## src/rtl/math_adder_digit_serial.sv

```systemverilog
// Digit-serial adder/subtractor: WIDTH-bit a+b+ci or a-b-ci, DIGIT bits per clock, LSB first.
// Optional clamp of s on signed overflow when MATH_ADDER_SATURATE_EN is defined.
module math_adder_digit_serial #(
    parameter int WIDTH = 32,
    parameter int DIGIT = 8
) (
    input  logic             clk,
    input  logic             rst,
    input  logic             start,
    input  logic             sub,
    input  logic [WIDTH-1:0] a,
    input  logic [WIDTH-1:0] b,
    input  logic             ci,
    output logic             busy,
    output logic             done,
    output logic [WIDTH-1:0] s,
    output logic             co,
    output logic             ov
);
    localparam int N  = WIDTH / DIGIT;
    localparam int CW = (N > 1) ? $clog2(N) : 1;

    generate
        if (WIDTH < 1 || DIGIT < 1 || DIGIT > WIDTH || (WIDTH % DIGIT) != 0) begin : g_bad_params
            $error("math_adder_digit_serial: need 1 <= DIGIT <= WIDTH and WIDTH %% DIGIT == 0");
        end
    endgenerate

    typedef enum logic [1:0] {IDLE, RUN, DONE} state_t;
    state_t state, state_nx;

    logic [WIDTH-1:0]       a_sh, b_sh, s_work;
    logic                   carry;
    logic [CW-1:0]          cnt;
    logic                   load, last;
    logic [DIGIT-1:0]       sum_d;
    logic                   cy, cin_msb, cout, ov_raw;
    logic [WIDTH+DIGIT-1:0] shifted;
    logic [WIDTH-1:0]       s_next, s_fin;

    // Ripple chain over the current digit; cin_msb ends as the carry into the top bit of the digit.
    always_comb begin
        cy      = carry;
        cin_msb = carry;
        sum_d   = '0;
        for (int i = 0; i < DIGIT; i++) begin
            cin_msb  = cy;
            sum_d[i] = a_sh[i] ^ b_sh[i] ^ cy;
            cy       = (a_sh[i] & b_sh[i]) | (cy & (a_sh[i] ^ b_sh[i]));
        end
        cout = cy;
    end

    assign shifted = {sum_d, s_work};
    assign s_next  = shifted[WIDTH+DIGIT-1:DIGIT];
    assign ov_raw  = cin_msb ^ cout;
    assign last    = (cnt == CW'(N - 1));

`ifdef MATH_ADDER_SATURATE_EN
    // On overflow the true sign is the inverse of the wrapped MSB.
    always_comb begin
        s_fin = s_next;
        if (ov_raw) begin
            s_fin            = {WIDTH{s_next[WIDTH-1]}};
            s_fin[WIDTH-1]   = ~s_next[WIDTH-1];
        end
    end
`else
    assign s_fin = s_next;
`endif

    always_comb begin
        state_nx = state;
        load     = 1'b0;
        unique case (state)
            IDLE: begin
                if (start) begin
                    load     = 1'b1;
                    state_nx = RUN;
                end
            end
            RUN: begin
                if (last) state_nx = DONE;
            end
            DONE: begin
                if (start) begin
                    load     = 1'b1;
                    state_nx = RUN;
                end else begin
                    state_nx = IDLE;
                end
            end
            default: state_nx = IDLE;
        endcase
    end

    always_ff @(posedge clk) begin
        if (rst) begin
            state  <= IDLE;
            a_sh   <= '0;
            b_sh   <= '0;
            s_work <= '0;
            carry  <= 1'b0;
            cnt    <= '0;
            s      <= '0;
            co     <= 1'b0;
            ov     <= 1'b0;
        end else begin
            state <= state_nx;
            if (load) begin
                a_sh  <= a;
                b_sh  <= b ^ {WIDTH{sub}};
                carry <= ci ^ sub;
                cnt   <= '0;
            end else if (state == RUN) begin
                a_sh   <= a_sh >> DIGIT;
                b_sh   <= b_sh >> DIGIT;
                carry  <= cout;
                s_work <= s_next;
                cnt    <= cnt + 1'b1;
                if (last) begin
                    s  <= s_fin;
                    co <= cout;
                    ov <= ov_raw;
                end
            end
        end
    end

    assign busy = (state == RUN);
    assign done = (state == DONE);
endmodule

```

## config.mk

```make
export PLATFORM = sky130hd
export DESIGN_NAME = math_adder_digit_serial
export DESIGN_NICKNAME = d
export VERILOG_FILES = /design/src/rtl/math_adder_digit_serial.sv
export SDC_FILE = /design/constraint.sdc
export NUM_CORES = 1
export LEC_CHECK = 0
export ABC_AREA = 0
export ABC_CLOCK_PERIOD_IN_PS = 5400
export BUFFER_PORTS_ARGS = -buffer_cell sky130_fd_sc_hd__buf_4
export CORE_ASPECT_RATIO = 0.7
export CORE_MARGIN = 5
export CORE_UTILIZATION = 40
export CTS_CLUSTER_DIAMETER = 40
export DETAILED_ROUTE_END_ITERATION = 10
export PLACE_DENSITY = 0.68
export SLEW_MARGIN = 5
export SYNTH_ARGS = -nofsm -noshare
export SYNTH_HDL_FRONTEND = slang
export SYNTH_SLANG_ARGS = --single-unit
```

## constraint.sdc

```tcl
create_clock -name clk -period 5.4 [get_ports clk]
set_input_delay 0.27 -clock clk [delete_from_list [all_inputs] [get_ports clk]]
set_output_delay 0.27 -clock clk [all_outputs]
set_load 0.01 [all_outputs]
```

**Word-level counts from Yosys, hierarchy flattened**

Index checks and enable logic that the tools add are counted.

- Bits in registers: 135
- Bits in latches: 0
- Memory bits (writable): 0
- Bits in read-only memories: 0
- Input bits: 69
- Output and inout port bits: 36
- Logic and storage cells: 78
- Memories kept: 0

- Add/sub/neg operators: 1
- $mul: 0
- Div/mod/pow operators: 0
- $lt $le $gt $ge: 0
- Eq/ne operators: 5
- Shift operators: 0
- Muxes and demuxes: 12
- Bitwise gates (word level): 44
- Reduce and logical (&&, ||, !) cells: 7

Operator list:

| cell | number |
|---|---|
| 32-bit two-way mux | 4 |
| 32-bit XOR | 1 |
| 1-bit XOR | 18 |
| 1-bit AND | 16 |
| 1-bit bitwise OR | 8 |
| 2-bit case mux with 3 select lines | 1 |
| 1-bit two-way mux | 5 |
| 2-bit equality test (second input constant) | 2 |
| 2-bit two-way mux | 2 |
| 2-bit AND reduction | 2 |
| 2-bit OR reduction | 2 |
| 3-bit AND reduction | 1 |
| 2-bit by 1-bit adder with 2-bit output (second input constant) | 1 |
| 2-bit by 1-bit equality test with 1-bit output (second input constant) | 1 |
| 2-bit zero test | 1 |
| 2-bit by 1-bit inequality test with 1-bit output (second input constant) | 1 |
| 2-bit inequality test (second input constant) | 1 |
| 2-bit nonzero test | 1 |
| 1-bit inverter | 1 |

**Depth between registers and ports, before layout**

Gate-level depths: netlist of the first run.

- Word-level depth: 19
- Mapped depth: 14
- Mapped depth without buffers: 14

**Worst setup path after synthesis of the first run**

Ideal clock, no wire load.

- Path kind: register to register
- Start point: register a_sh[0]
- End point: register s_work[31]
- Library setup time: 86 ps
- Arrival time: 3538 ps
- Data required time: 5314 ps
- Slack: 1777 ps
- Stages on the path, launching flop included: 13
- Path buffers: 0
- Clock period less this slack: 3623 ps
- Cells stage by stage: dfxtp_1 > fa_1 > fa_1 > inv_1 > fa_1 > inv_1 > fa_1 > fa_1 > fa_1 > fa_1 > inv_1 > fa_1 > a211oi_1

- Cells in the longest elaborated chain, start to end: 16
- Elaborated cells on any way between the ends: 17
- Classes of those cells: bitwise: 17

Ends and longest elaborated chain:

| what | line | source |
|---|---|---|
| start, declared | 32 | `logic [WIDTH-1:0] a_sh, b_sh, s_work;` |
| start signal, assigned | 116 | `a_sh <= a_sh >> DIGIT;` |
| 1-bit XOR | 49 | `cy = (a_sh[i] & b_sh[i]) \| (cy & (a_sh[i] ^ b_sh[i]));` |
| 1-bit AND | 49 |  |
| 1-bit bitwise OR * | 49 |  |
| 1-bit AND * | 49 |  |
| 1-bit bitwise OR * | 49 |  |
| 1-bit AND * | 49 |  |
| 1-bit bitwise OR * | 49 |  |
| 1-bit AND * | 49 |  |
| 1-bit bitwise OR * | 49 |  |
| 1-bit AND * | 49 |  |
| 1-bit bitwise OR * | 49 |  |
| 1-bit AND * | 49 |  |
| 1-bit bitwise OR * | 49 |  |
| 1-bit AND * | 49 |  |
| 1-bit bitwise OR * | 49 |  |
| 1-bit XOR * | 48 | `sum_d[i] = a_sh[i] ^ b_sh[i] ^ cy;` |
| end signal, assigned | 119 | `s_work <= s_next;` |
| end, declared | 32 |  |

Every way passes the cells marked *; elsewhere a longest branch is shown, timed or not.
A chain may end at the register's enable or synchronous reset.

**Final worst setup path of the first run**

- Start point: register a_sh[0]
- End point: register s[31]

- Cells in the longest elaborated chain, start to end: 16
- Elaborated cells on any way between the ends: 17
- Classes of those cells: bitwise: 17

Ends and longest elaborated chain:

| what | line | source |
|---|---|---|
| 1-bit XOR | 49 |  |
| 1-bit AND | 49 |  |
| 1-bit bitwise OR * | 49 |  |
| 1-bit AND * | 49 |  |
| 1-bit bitwise OR * | 49 |  |
| 1-bit AND * | 49 |  |
| 1-bit bitwise OR * | 49 |  |
| 1-bit AND * | 49 |  |
| 1-bit bitwise OR * | 49 |  |
| 1-bit AND * | 49 |  |
| 1-bit bitwise OR * | 49 |  |
| 1-bit AND * | 49 |  |
| 1-bit bitwise OR * | 49 |  |
| 1-bit AND * | 49 |  |
| 1-bit bitwise OR * | 49 |  |
| 1-bit XOR * | 48 |  |
| end signal, assigned | 122 | `s <= s_fin;` |
| end, declared | 16 | `output logic [WIDTH-1:0] s,` |

Marked as above.

==> summary.md, run 1 <==
| Metric | Value |
|---|---|
| Status | complete, no violations |
| Final hold violations | 0 |
| Setup TNS | 0 ns |
| Setup Buffers After CTS | 0 |
| Sw Share | 23.75% |
| Critical Path, Cell by Cell | fa_1, fa_1, inv_1, fa_1, inv_1, fa_1, fa_1, fa_1, fa_1, inv_1, fa_1, a211oi_1 |
| Via-per-instance ratio | 5.170 |
| R2R Path Start | a_sh[0]$_SDFFE_PP0P_ |
| RSZ-0062 raised after global routing | no |
| Worst VDD drop | 0.2691 mV |
| Worst EP required | 5.71 ns |
| Reg2reg path depth | 12 |
| P_leak | 2.578 nW |
| Final Total Pwr | 2.539 mW |
| Port bufs | 104 |
| Reg clk slew, reported paths | 0.06 ns |
| Setup violators final | 0 |
| Reg2reg end | s[31]$_SDFFE_PP0P_ |
| Critical-path maximum fanout | 2 |
| Net Sw Power | 603.0 µW |
| Worst-Margin Slew | 1.136 ns |
| DRC viols | 0 |
| Hold_ws | 0.1089 ns |
| Worst-Skew Late Latency | 0.41 ns |
| Wirelength, routed | 13640 µm |
| CTS Hold Bufs | 0 |
| Nature of the critical path endpoint | register |
| CTS H-tree lvls | 4 |
| Worst R2R Setup Slack | 1.53 ns |
| WL/cell | 15.36 µm |
| Nets | 768 |
| Die W | 148.7 µm |
| GRT overflow | 0 |
| Relative slew slack | 24.25% |
| Max Clock Freq | 0.2586 GHz |
| Initial DRC count | 314 |
| Worst path max stage delay | 0.44 ns |
| Max-cap violations | 0 |
| Routed Antenna Nets | 0 |
| Max Slew Vio Count | 0 |
| WHS Path Cells | 3 |
| Initial Util | 40.85% |
| PwrDens | 375.5 mW/mm² |
| Core area | 0.01318 mm² |
| Mapped Nets | 698 |
| Top-area cell type share of the netlist area | 47.21% |
| Yosys top cell by area | dfxtp_1 |
| Initial antenna violation count | 0 |
| Die Y | 107.1 µm |
| Num CTS Buffers | 17 |
| IO Pins | 105 |
| Post-CTS resize count | 0 |
| Post-Syn Area per Cell | 8.686 µm² |
| Synth Warn # | 0 |
| Clock sink total | 127 |
| Int Power | 1.936 mW |
| Share of layout cells above drive strength 1 | 22.33% |
| DP HPWL | 8939 µm |
| Detailed Routing Iterations Pass 1 | 5 |
| Most frequent cell on the critical path | fa_1 |
| Clock root buffer | clkbuf_16 |
| Vias in the first global route | 4408 |
| Worst min path class | primary input to register |
| Clk buf depth | 2 |
| Hold Crit Endpoint | a_sh[24]$_SDFFE_PP0P_ |
| Post-Synthesis Cell Area | 0.005385 mm² |
| Post-Synthesis Cells | 620 |
| Clock Skew | 0.007806 ns |
| Sequential element share of the synthesized area | 47.21% |
| Startpoint Class | register |
| FF+latch count, synth | 127 |
| Worst setup path category | register to register |
| Worst Path Arrival | 4.18 ns |
| Crit-path slowest cell | fa_1 |
| TritonCTS clock tree | done |
| Hold wc startpoint | a[24] |
| Comb pwr share | 10.0% |
| Commonest cells after routing, fill and taps aside | 141 x nand2_1, 127 x dfxtp_1, 109 x buf_4 |
| Final min period | 3.868 ns |
| Placer Congestion | 0.7567 |
| Top post-synthesis cells by area | dfxtp_1 47%, nand2_1 9.8%, a21oi_1 9.1% |
| Die area | 0.01592 mm² |
| First-pass GRT wire length | 22420 µm |
| Ant diodes | 0 |
| Via count | 4591 |
| P&R area growth vs syn | 25.56% |
| Yosys cell types | 30 |
| Clk pwr share | 49.8% |
| Reg power frac | 40.1% |
| Maximum number of pins on one net before global-route repair | 107 |
| GRT Total Usage | 17.52% |
| Final period util | 71.62% |
| Commonest non-fill, non-tap cell in the layout | nand2_1 |
| Cell Rows | 35 |
registers in the layout (all words and copies together), names as in the netlist:
register	cells
a_sh	32
b_sh	32
s	32
s_work	24
cnt	2
state	2
carry	1
co	1
ov	1
power by group through the flow:
stage / combinational, mW / sequential (mW) / clock, mW
5_1_grt: 0.284 / 1.02 / 1.34
3_5_place_dp: 0.254 / 1.04 / 0
4_1_cts: 0.255 / 1.02 / 1.29
2_1_floorplan: 0.191 / 1.03 / 0
6_report: 0.255 / 1.02 / 1.27
3_3_place_gp: 0.250 / 1.04 / 0
final cells by class:
cell class                      count  area (µm²)
Clock buffer                       19       452.9
Clock inverter                     13       210.2
Fill cell                        1231        6420
Inverter                            8       35.03
Multi-Input combinational cell    427        2471
Sequential cell                   127        2542
Tap cell                          185       231.5
Timing Repair Buffer              109       818.3
cells in the mapped netlist:
library cell,number
buf_2,25
nor2b_1,2
nor2_1,18
xnor2_1,2
nand2_1,141
and3b_1,1
mux2i_1,2
buf_6,8
clkbuf_1,15
a21oi_1,98
ha_1,1
o22ai_1,8
a211oi_1,5
buf_8,1
o21a_1,1
inv_1,7
nand3_1,45
xor2_1,33
fa_1,8
a311oi_2,10
a2111oi_4,1
a311oi_1,2
inv_6,1
nor3_2,1
a22oi_1,30
dfxtp_1,127
nand2b_1,2
buf_4,9
nand3b_1,1
nor3_1,15
through the flow:
step,cells,worst slack (ns),util (%),area [µm²]
finish,888,1.532,51.30,6761
global route,888,1.371,51.30,6761
global placement,856,1.651,46.26,6098
detailed placement,856,1.572,46.26,6098
floorplan,620,1.777,-,5385
CTS,888,1.543,51.30,6761
worst max-delay path, delay by kind of cell (launching register included):
kind | cells | cell delay, ns
adders and majority gates | 8 | 2.98
AOI/OAI and AO/OA | 1 | 0.23
buffers and inverters | 3 | 0.23
DFF | 1 | 0.33
how the worst max path moves through the flow:
stage / end / depth (start not counted) / startpoint / slack (ns)
after floorplan: s_work[31]$_SDFFE_PP0P_ / 12 / a_sh[0]$_SDFFE_PP0P_ / 1.78
after global placement: s_work[31]$_SDFFE_PP0P_ / 12 / a_sh[0]$_SDFFE_PP0P_ / 1.65
after detailed placement: s[31]$_SDFFE_PP0P_ / 12 / a_sh[0]$_SDFFE_PP0P_ / 1.57
after CTS: s[31]$_SDFFE_PP0P_ / 12 / a_sh[0]$_SDFFE_PP0P_ / 1.54
after global routing: s[31]$_SDFFE_PP0P_ / 12 / a_sh[0]$_SDFFE_PP0P_ / 1.37
final: s[31]$_SDFFE_PP0P_ / 12 / a_sh[0]$_SDFFE_PP0P_ / 1.53
cells by family (layout without fill, tap and decap cells):
family          after synthesis  in the layout  synth area share (%)
fa+ha+maj                     9              9                 3.206
xor+xnor                     35             35                 5.692
flops                       127            127                 47.21
simple gates                226            226                 17.61
buf+inv                      66            149                 7.226
mux                           2              2                0.3718
compound gates              155            155                 18.68
per-layer routing:
metal / global-route usage (%) / share of wire, %
met4: 5.339 / 0.73
met1: 25.10 / 47
met3: 5.027 / 7.1
met5: 0 / 0
met2: 25.48 / 45
Note: power is estimated with default switching activity, not from simulation.
==> run 2, diff against run 1 <==
--- a/config.mk
+++ b/config.mk
@@ -6,7 +6,7 @@
 export NUM_CORES = 1
 export LEC_CHECK = 0
 export ABC_AREA = 0
-export ABC_CLOCK_PERIOD_IN_PS = 5400
+export ABC_CLOCK_PERIOD_IN_PS = 3900
 export BUFFER_PORTS_ARGS = -buffer_cell sky130_fd_sc_hd__buf_4
 export CORE_ASPECT_RATIO = 0.7
 export CORE_MARGIN = 5
==> constraint.sdc (replaced) <==
create_clock -name clk -period 3.9 [get_ports clk]
set_input_delay 0.195 -clock clk [delete_from_list [all_inputs] [get_ports clk]]
set_output_delay 0.195 -clock clk [all_outputs]
set_load 0.01 [all_outputs]
==> run 2 against run 1 <==
Clock skew down 0.00082 ns; design area down 1.0%; worst hold slack worse by 0.074 ns; total power up 28%; global-route usage up 0.21 points; via count down 0.57%; critical path depth unchanged; sequential power up 38%; clock-buffer cell count up 2; first-iteration DRC count down 8.9%; clock power up 17%; combinational power up 42%; highest routed layer unchanged.
==> summary.md, run 2 (synthesized netlist as in run 1, its figures left out) <==
| Metric | Value |
|---|---|
| Num CTS Buffers | 17 |
| P_leak | 2.543 nW |
| Critical-path maximum fanout | 2 |
| Setup violators final | 0 |
| WHS Path Cells | 3 |
| Final min period | 3.713 ns |
| Nets | 770 |
| Relative slew slack | 30.88% |
| Initial antenna violation count | 0 |
| P&R area growth vs syn | 24.30% |
| PwrDens | 485.6 mW/mm² |
| Reg power frac | 43.4% |
| Worst path max stage delay | 0.46 ns |
| Crit-path slowest cell | fa_1 |
| Via-per-instance ratio | 5.129 |
| Worst R2R Setup Slack | 0.19 ns |
| Worst Path Arrival | 4.05 ns |
| Via count | 4565 |
| Vias in the first global route | 4432 |
| Status | complete, no violations |
| Ant diodes | 0 |
| Max Slew Vio Count | 0 |
| Worst-Margin Slew | 1.037 ns |
| Int Power | 2.433 mW |
| Final period util | 95.21% |
| Die Y | 107.1 µm |
| Wirelength, routed | 13700 µm |
| Worst EP required | 4.24 ns |
| Critical Path, Cell by Cell | fa_2, fa_2, inv_1, fa_1, inv_1, fa_1, fa_2, fa_1, fa_2, inv_1, fa_1, a211oi_2 |
| Fillers | 1243 |
| Commonest cells after routing, fill and taps aside | 141 x nand2_1, 127 x dfxtp_1, 111 x buf_4 |
| Multi-input gate area | 0.002491 mm² |
| Clock sink total | 127 |
| Reg2reg path depth | 12 |
| CP delay by family, top | adder cells |
| Levels on crit path | 12 |
| Max Clock Freq | 0.2693 GHz |
| Commonest non-fill, non-tap cell in the layout | nand2_1 |
| TritonCTS clock tree | done |
| Initial Util | 40.85% |
| Port bufs | 104 |
| Net Sw Power | 817.5 µW |
| Detailed Routing Iterations Pass 1 | 5 |
| Worst VDD drop | 0.3015 mV |
| Cell Rows | 35 |
| Die area | 0.01592 mm² |
| Largest registers | a_sh: 32 flops, b_sh: 32 flops, s: 32 flops |
| Worst-Skew Late Latency | 0.41 ns |
| FF/Latch Area | 0.002542 mm² |
| IO Pins | 105 |
| CTS H-tree lvls | 4 |
| WL/cell | 15.39 µm |
| Maximum number of pins on one net before global-route repair | 96 |
| Nature of the critical path endpoint | register |
| Metal-1 WL | 6437 µm |
| First-pass GRT wire length | 22380 µm |
| DRC viols | 0 |
| GRT Total Usage | 17.74% |
| Met3 Wirelength | 993 µm |
| Clk pwr share | 45.5% |
| Share of layout cells above drive strength 1 | 23.26% |
| Worst min path class | primary input to register |
| Placer Congestion | 0.7802 |
| Worst setup path category | register to register |
| Hold wc startpoint | a[25] |
| Hold Crit Endpoint | a_sh[25]$_SDFFE_PP0P_ |
| Clock root buffer | clkbuf_16 |
| GRT overflow | 0 |
| Reg2reg end | s[31]$_SDFFE_PP0P_ |
| R2R Path Start | a_sh[0]$_SDFFE_PP0P_ |
| Sw Share | 25.15% |
| Startpoint Class | register |
| RSZ-0062 raised after global routing | no |
| Setup TNS | 0 ns |
| Clock Skew | 0.006985 ns |
| Max-cap violations | 0 |
| Top routing layer in use | met4 |
| Initial DRC count | 286 |
| Die W | 148.7 µm |
| Fin util | 50.78% |
| Comb pwr share | 11.1% |
| Final hold violations | 0 |
| Core area | 0.01318 mm² |
| Buf+Inv Stages, Crit Path | 3 |
| Routed Antenna Nets | 0 |
| Reg clk slew, reported paths | 0.06 ns |
| Clk buf depth | 2 |
| DP HPWL | 9105 µm |
| DR WL met2 | 6072 µm |
run 2: worst max path at each step:
stage | from | endpoint | slack [ns]
after floorplan | a_sh[0]$_SDFFE_PP0P_ | s_work[31]$_SDFFE_PP0P_ | 0.28
after global placement | a_sh[0]$_SDFFE_PP0P_ | s[31]$_SDFFE_PP0P_ | 0.15
after detailed placement | a_sh[0]$_SDFFE_PP0P_ | s[31]$_SDFFE_PP0P_ | 0.06
after CTS | a_sh[0]$_SDFFE_PP0P_ | s[31]$_SDFFE_PP0P_ | 0.02
after global routing | a_sh[0]$_SDFFE_PP0P_ | s[31]$_SDFFE_PP0P_ | 0.04
final | a_sh[0]$_SDFFE_PP0P_ | s[31]$_SDFFE_PP0P_ | 0.19
run 2: layer usage:
metal,GRT usage (%),vias to the layer above
met2,25.96,156
met3,5.577,20
li1,-,2256
met1,24.99,2133
met5,0,-
met4,5.274,0
run 2: layout make-up:
type	count	area share (%)
clock buffer	21	7.028
timing repair buffer	111	12.45
multi-input combinational	427	37.21
tap	185	3.458
clock inverter	11	1.346
sequential	127	37.98
inverter	8	0.5234
run 2: power by group through the flow:
stage	sequential, mW	combinational, mW	clock, mW
final	1.41	0.361	1.48
after detailed placement	1.44	0.357	0
after CTS	1.41	0.358	1.50
after global routing	1.42	0.402	1.57
after floorplan	1.42	0.264	0
after global placement	1.43	0.350	0
run 2: metrics by stage:
step | setup WS, ns | power (mW) | cell area (µm²) | cells | hold WS (ns)
global route | 0.04163 | 3.391 | 6694 | 890 | 0.02937
detailed placement | 0.06086 | 1.794 | 6113 | 858 | 0.4484
global placement | 0.1451 | 1.784 | 6113 | 858 | 0.4445
floorplan | 0.2768 | 1.687 | 5385 | 620 | 0.3310
finish | 0.1866 | 3.251 | 6694 | 890 | 0.03477
CTS | 0.01754 | 3.274 | 6674 | 890 | 0.01793
run 2: worst reg2reg max path: cells and delay by family, from the launching register on:
family | cells | cell delay (ns)
buf+inv | 3 | 0.22
fa+ha+maj | 8 | 2.85
compound gates | 1 | 0.22
flops | 1 | 0.33
run 2: repair_timing:
action,in CTS,in global routing
endpoints found under the setup margin,0,3
endpoints found under the hold margin,0,0
hold buffers,0,0
setup buffers,0,0
gates resized for setup,0,6
